--- config.mk ---
export PLATFORM = sky130hd
export DESIGN_NAME = sumador_serial
export DESIGN_NICKNAME = d
export VERILOG_FILES = /design/src/rtl/sumador_pkg.sv /design/src/rtl/sumador_byte.sv /design/src/rtl/sumador_serial.sv
export SDC_FILE = /design/constraint.sdc
export NUM_CORES = 1
export LEC_CHECK = 0
export CAP_MARGIN = 15
export CORE_UTILIZATION = 46
export DETAILED_ROUTE_END_ITERATION = 10
export GPL_TIMING_DRIVEN = 1
export PLACE_DENSITY = 0.88
export SYNTH_ARGS = -nofsm -noshare
export SYNTH_HDL_FRONTEND = slang
export SYNTH_SLANG_ARGS = --single-unit
--- constraint.sdc ---
create_clock -name clk -period 2.9 [get_ports clk]
set_input_delay 0.58 -clock clk [delete_from_list [all_inputs] [get_ports clk]]
set_output_delay 0.58 -clock clk [all_outputs]
set_load 0.005 [all_outputs]
--- src/rtl/sumador_pkg.sv ---
// Shared definitions for the byte-serial adder: FSM encodings and NBYTES limits.
package sumador_pkg;

  typedef enum logic [1:0] {
    IDLE = 2'd0,
    RUN  = 2'd1,
    DONE = 2'd2
  } state_e;

  localparam int unsigned BYTE_W     = 8;
  localparam int unsigned NBYTES_MIN = 1;
  localparam int unsigned NBYTES_MAX = 8;
  // Byte index counter wide enough for NBYTES_MAX-1.
  localparam int unsigned CNT_W      = $clog2(NBYTES_MAX);

endpackage

--- src/rtl/sumador_byte.sv ---
// One 8-bit full-adder stage, reused for every byte of the serial add.
module sumador_byte
  import sumador_pkg::*;
(
  input  logic [BYTE_W-1:0] a,
  input  logic [BYTE_W-1:0] b,
  input  logic              ci,
  output logic [BYTE_W-1:0] s,
  output logic              co
);

  logic [BYTE_W:0] sum_c;

  // Widen before adding so the carry lands in the top bit.
  always_comb begin
    sum_c = (BYTE_W+1)'(a) + (BYTE_W+1)'(b) + (BYTE_W+1)'(ci);
  end

  assign s  = sum_c[BYTE_W-1:0];
  assign co = sum_c[BYTE_W];

endmodule

--- src/rtl/sumador_serial.sv ---
// Byte-serial adder: {co,s} = a + b + ci, one byte per cycle, LSB byte first.
// Optional feature macro: SUMADOR_SERIAL_OVF_EN adds a registered signed-overflow
// output ovf (carry into bit W-1 XOR co).
module sumador_serial
  import sumador_pkg::*;
#(
  parameter int          PwrC   = 0,
  parameter int unsigned NBYTES = 4
) (
  input  logic                  clk,
  input  logic                  reset_L,
  input  logic                  in_valid,
  output logic                  in_ready,
  input  logic [8*NBYTES-1:0]   a,
  input  logic [8*NBYTES-1:0]   b,
  input  logic                  ci,
  output logic                  out_valid,
  input  logic                  out_ready,
  output logic [8*NBYTES-1:0]   s,
  output logic                  co
`ifdef SUMADOR_SERIAL_OVF_EN
  ,
  output logic                  ovf
`endif
);

  localparam int unsigned W = BYTE_W * NBYTES;

  // Reject illegal configurations at elaboration; PwrC is only a tag.
  if (NBYTES < NBYTES_MIN || NBYTES > NBYTES_MAX || PwrC < 0) begin : g_bad_cfg
    $error("sumador_serial: NBYTES must be in 1..8 and PwrC non-negative");
  end

  state_e state_q, state_d;

  logic [W-1:0]      a_q, a_d;
  logic [W-1:0]      b_q, b_d;
  logic [W-1:0]      s_q, s_d;
  logic              carry_q, carry_d;
  logic              co_q, co_d;
  logic [CNT_W-1:0]  cnt_q, cnt_d;

  logic [BYTE_W-1:0] byte_a, byte_b, byte_s;
  logic              byte_co;
  logic              last_byte_c;

`ifdef SUMADOR_SERIAL_OVF_EN
  logic              ovf_q, ovf_d;
  logic              msb_cin_c;
`endif

  assign last_byte_c = (cnt_q == CNT_W'(NBYTES - 1));

  // Select the current byte of the captured operands.
  always_comb begin
    byte_a = '0;
    byte_b = '0;
    for (int unsigned i = 0; i < NBYTES; i++) begin
      if (cnt_q == CNT_W'(i)) begin
        byte_a = a_q[BYTE_W*i +: BYTE_W];
        byte_b = b_q[BYTE_W*i +: BYTE_W];
      end
    end
  end

  sumador_byte u_byte (
    .a  (byte_a),
    .b  (byte_b),
    .ci (carry_q),
    .s  (byte_s),
    .co (byte_co)
  );

`ifdef SUMADOR_SERIAL_OVF_EN
  // Carry into the top bit of the MSB byte, recovered from its sum bit.
  assign msb_cin_c = byte_a[BYTE_W-1] ^ byte_b[BYTE_W-1] ^ byte_s[BYTE_W-1];
`endif

  // FSM state register.
  always_ff @(posedge clk or negedge reset_L) begin
    if (!reset_L) begin
      state_q <= IDLE;
    end else begin
      state_q <= state_d;
    end
  end

  // FSM next-state logic.
  always_comb begin
    state_d = state_q;
    case (state_q)
      IDLE:    if (in_valid)    state_d = RUN;
      RUN:     if (last_byte_c) state_d = DONE;
      DONE:    if (out_ready)   state_d = IDLE;
      default:                  state_d = IDLE;
    endcase
  end

  // FSM output decode: handshake signals come straight from the state.
  always_comb begin
    in_ready  = 1'b0;
    out_valid = 1'b0;
    case (state_q)
      IDLE:    in_ready  = 1'b1;
      DONE:    out_valid = 1'b1;
      default: ;
    endcase
  end

  // Datapath next-state: capture on accept, one byte per RUN cycle.
  always_comb begin
    a_d     = a_q;
    b_d     = b_q;
    s_d     = s_q;
    carry_d = carry_q;
    co_d    = co_q;
    cnt_d   = cnt_q;
`ifdef SUMADOR_SERIAL_OVF_EN
    ovf_d   = ovf_q;
`endif
    case (state_q)
      IDLE: begin
        if (in_valid) begin
          a_d     = a;
          b_d     = b;
          carry_d = ci;
          cnt_d   = '0;
        end
      end
      RUN: begin
        for (int unsigned i = 0; i < NBYTES; i++) begin
          if (cnt_q == CNT_W'(i)) begin
            s_d[BYTE_W*i +: BYTE_W] = byte_s;
          end
        end
        carry_d = byte_co;
        cnt_d   = cnt_q + CNT_W'(1);
        if (last_byte_c) begin
          co_d  = byte_co;
`ifdef SUMADOR_SERIAL_OVF_EN
          ovf_d = msb_cin_c ^ byte_co;
`endif
        end
      end
      default: ;
    endcase
  end

  // Datapath registers; reset discards any in-flight transaction.
  always_ff @(posedge clk or negedge reset_L) begin
    if (!reset_L) begin
      a_q     <= '0;
      b_q     <= '0;
      s_q     <= '0;
      carry_q <= 1'b0;
      co_q    <= 1'b0;
      cnt_q   <= '0;
`ifdef SUMADOR_SERIAL_OVF_EN
      ovf_q   <= 1'b0;
`endif
    end else begin
      a_q     <= a_d;
      b_q     <= b_d;
      s_q     <= s_d;
      carry_q <= carry_d;
      co_q    <= co_d;
      cnt_q   <= cnt_d;
`ifdef SUMADOR_SERIAL_OVF_EN
      ovf_q   <= ovf_d;
`endif
    end
  end

  assign s  = s_q;
  assign co = co_q;
`ifdef SUMADOR_SERIAL_OVF_EN
  assign ovf = ovf_q;
`endif

endmodule
==> results.toml <==
[routing]
vias = 4035
drtPass1Iterations = 4
routed_wl_um = 11600
antenna_left = 0
drc = 0
drt_iter0_markers = 233
vias_per_cell = 5.20
wl_per_cell_um = 14.9

[grt]
met1_usage_pct = 29.6
antenna_found_initial = 0
grt.busiest_layer = "met2"
track_usage_pct = 23.3
first_global_vias = 3942
grt_use_met2_pct = 39.5
grt_start_max_net_pins = 56
use_met3_pct = 3.73
grt_overflow = 0
grt_pass1_wl_um = 18500

[cells_and_area]
final_cell_mix = "247 x nand2_1, 102 x dfrtp_1, 102 x clkdlybuf4s50_1, 32 x o21ai_0"
antenna_cells = 0
n_fill_cell = 804
layout-drive-gt1-share_pct = 11.2
multi_input_area_um2 = 2110
area_delta_synth_final_pct = 34.1
postLayoutCoreUtil_pct = 64.0
final_nets = 722
layout_commonest_cell = "nand2_1"
ff_latch_area_um2 = 2580

[sta]
rsz0062_at_grt = "true"
fin_tns_setup_ns = 0
maxSlewHeadroom_pct = 57.9
final.period_utilization_pct = 97.9
drv_slew = 0
finalCriticalPeriod_ns = 2.84
fmax_ghz = 0.352
setup_violations = 0
finalClockSkew_ns = 0.00859
final_hold_viol_count = 0
worst_pin_slew_ns = 0.631

[worst_hold_path]
hold_class = "input port to asynchronous set/reset pin"

[power_and_ir_drop]
p_leak_nw = 3.01
peakVddDrop_mv = 0.448
power_density_nw_per_um2 = 1120
p_total_mw = 7.09

[cts]
clk_pin_slew_ns = 0.09
insertion_delay_ns = 0.37
cts_buffers = 9
clock_path_buffers = 2
cts_root_buf = "clkbuf_8"
cts_tree = "yes"
cts_sinks = 103
htree_levels = 3

[synth]
yosysTopAreaCell = "dfrtp_1"
yosysUniqueCellTypes = 33
synth_top_area_share_pct = 54.8
synth_edf_count = 0
synth-seq-cells = 103
syn_nets = 616
syn-instance-count = 533
yosys_warnings = 0
avgSynthCellArea_um2 = 8.83
synth_top_flop_cell = "dfrtp_1"
async_flop_share_pct = 100
syn_area_um2 = 4710
synthTopCellsByArea = "dfrtp_1 55%, nand2_1 20%, o21ai_0 4.9%"
yosysSeqAreaShare_pct = 54.8

[status]
status = "complete, no violations"

[placement]
portBuffers = 103
place.gp.congestion = 0.869
hpwl_um = 8660

[setup_path]
arrival_ns = 3.07
crit_path_end_kind = "flip-flop"
path_cells = "inv_2 > ha_4 > nor2b_4 > buf_4 > a22oi_1 > o21ai_0 > a22o_1 > ha_1 > and3_1 > a221oi_4 > xnor2_2 > o21ai_1"
path_max_fanout = 5
critPathRequiredTime_ns = 3.13
crit_slowest_cell = "dfrtp_2"
setup.worst_path.start = "cnt_q[0]"
critPathKind = "flip-flop to flip-flop"
cpPeakStageDelay_ns = 0.44
rr_startpoint = "cnt_q[0]"
cp-start-kind = "flip-flop"

[die]
core-area_um2 = 9860
dieArea_um2 = 10600
die_w_um = 103
initial_core_util_pct = 47.7
die_h_um = 103
io_pins = 104
placementRows = 36

[flow_run]
maxCapViolations = 0
## cell type report
class	count	share of cell area, %
Multi-Input combinational cell	392	33.5
Inverter	9	0.535
Sequential cell	103	40.9
Tap cell	133	2.64
Clock inverter	3	0.674
Clock buffer	12	2.46
Timing Repair Buffer	124	19.3
## path summary, 6_finish.rpt
kind | slack, ns | endpoint | depth (start not counted)
setup reg to reg | 0.06 | s[22] | 12
setup / recovery | 0.06 | s[22] | 12
max in group asynchronous | 1.97 | cnt_q[0] | 2
min in group clk | 0.49 | a_q[17] | 2
hold reg to reg | 0.49 | a_q[17] | 2
hold / removal | 0.22 | s[19] | 1
## registers in the layout (all words and copies together) (netlist names)
name / count
a_q: 32
b_q: 32
co: 1
state_q: 2
carry_q: 1
s: 32
cnt_q: 3
## layer usage
layer | wire length, um | part of all wire, %
met1 | 5010 | 43
met2 | 5700 | 49
met3 | 638 | 5.5
met4 | 232 | 2.0
met5 | 0 | 0
## cell usage after synthesis, types with 2 or more instances
| cell type | n |
|---|---|
| a21o_1 | 2 |
| a21oi_1 | 7 |
| a221oi_2 | 2 |
| a22o_1 | 13 |
| a22oi_1 | 16 |
| buf_1 | 2 |
| buf_2 | 13 |
| buf_4 | 4 |
| clkbuf_1 | 10 |
| dfrtp_1 | 103 |
| fa_1 | 2 |
| ha_1 | 12 |
| inv_1 | 9 |
| mux2_2 | 4 |
| nand2_1 | 248 |
| nand2b_1 | 5 |
| nand3_1 | 3 |
| nor2_1 | 10 |
| nor2b_1 | 2 |
| o21ai_0 | 46 |
| o21ai_1 | 5 |
| xor2_1 | 4 |
## power by group
group	switching, mW	leakage (nW)	internal (mW)
clock	0.467	0.0985	0.441
combinational	2.04	1.61	1.65
sequential	0.409	1.30	2.08
total	2.92	3.01	4.17
## worst max-delay path, delay by kind of cell, from the launching register on
| family | cells | cell delay (ns) |
|---|---|---|
| AO/OA/AOI/OAI | 5 | 0.95 |
| XOR/XNOR | 1 | 0.18 |
| adder cells (fa/ha/maj) | 2 | 0.55 |
| buffers and inverters | 2 | 0.23 |
| flip-flops | 1 | 0.44 |
| AND/OR/NAND/NOR | 2 | 0.36 |
## repair_timing
action,CTS,global route
setup buffers,0,2
pin swaps,2,13
hold buffers,0,0
endpoints found under the setup margin,22,22
gates resized for setup,12,33
## cell families after synthesis
family | Yosys count | share of synthesized area [%]
muxes | 5 | 1.17
and+or+nand+nor | 272 | 22.4
DFF | 103 | 54.8
xor gates and xnor gates | 5 | 0.931
AOI/OAI and AO/OA | 96 | 13.0
buffers and inverters | 38 | 3.70
adders and majority gates | 14 | 4.04
## metrics by stage
stage / setup WS (ns) / std cells / hold slack (ns) / cell area (um^2)
2_1_floorplan: 0.00252 / 533 / 0.284 / 4720
3_3_place_gp: 0.0211 / 759 / 0.461 / 5940
3_5_place_dp: -0.114 / 759 / 0.463 / 5940
4_1_cts: 0.0132 / 774 / 0.240 / 6190
5_1_grt: -0.0559 / 776 / 0.272 / 6310
6_report: 0.0617 / 776 / 0.220 / 6310
Note: power is estimated with default switching activity, not from simulation.
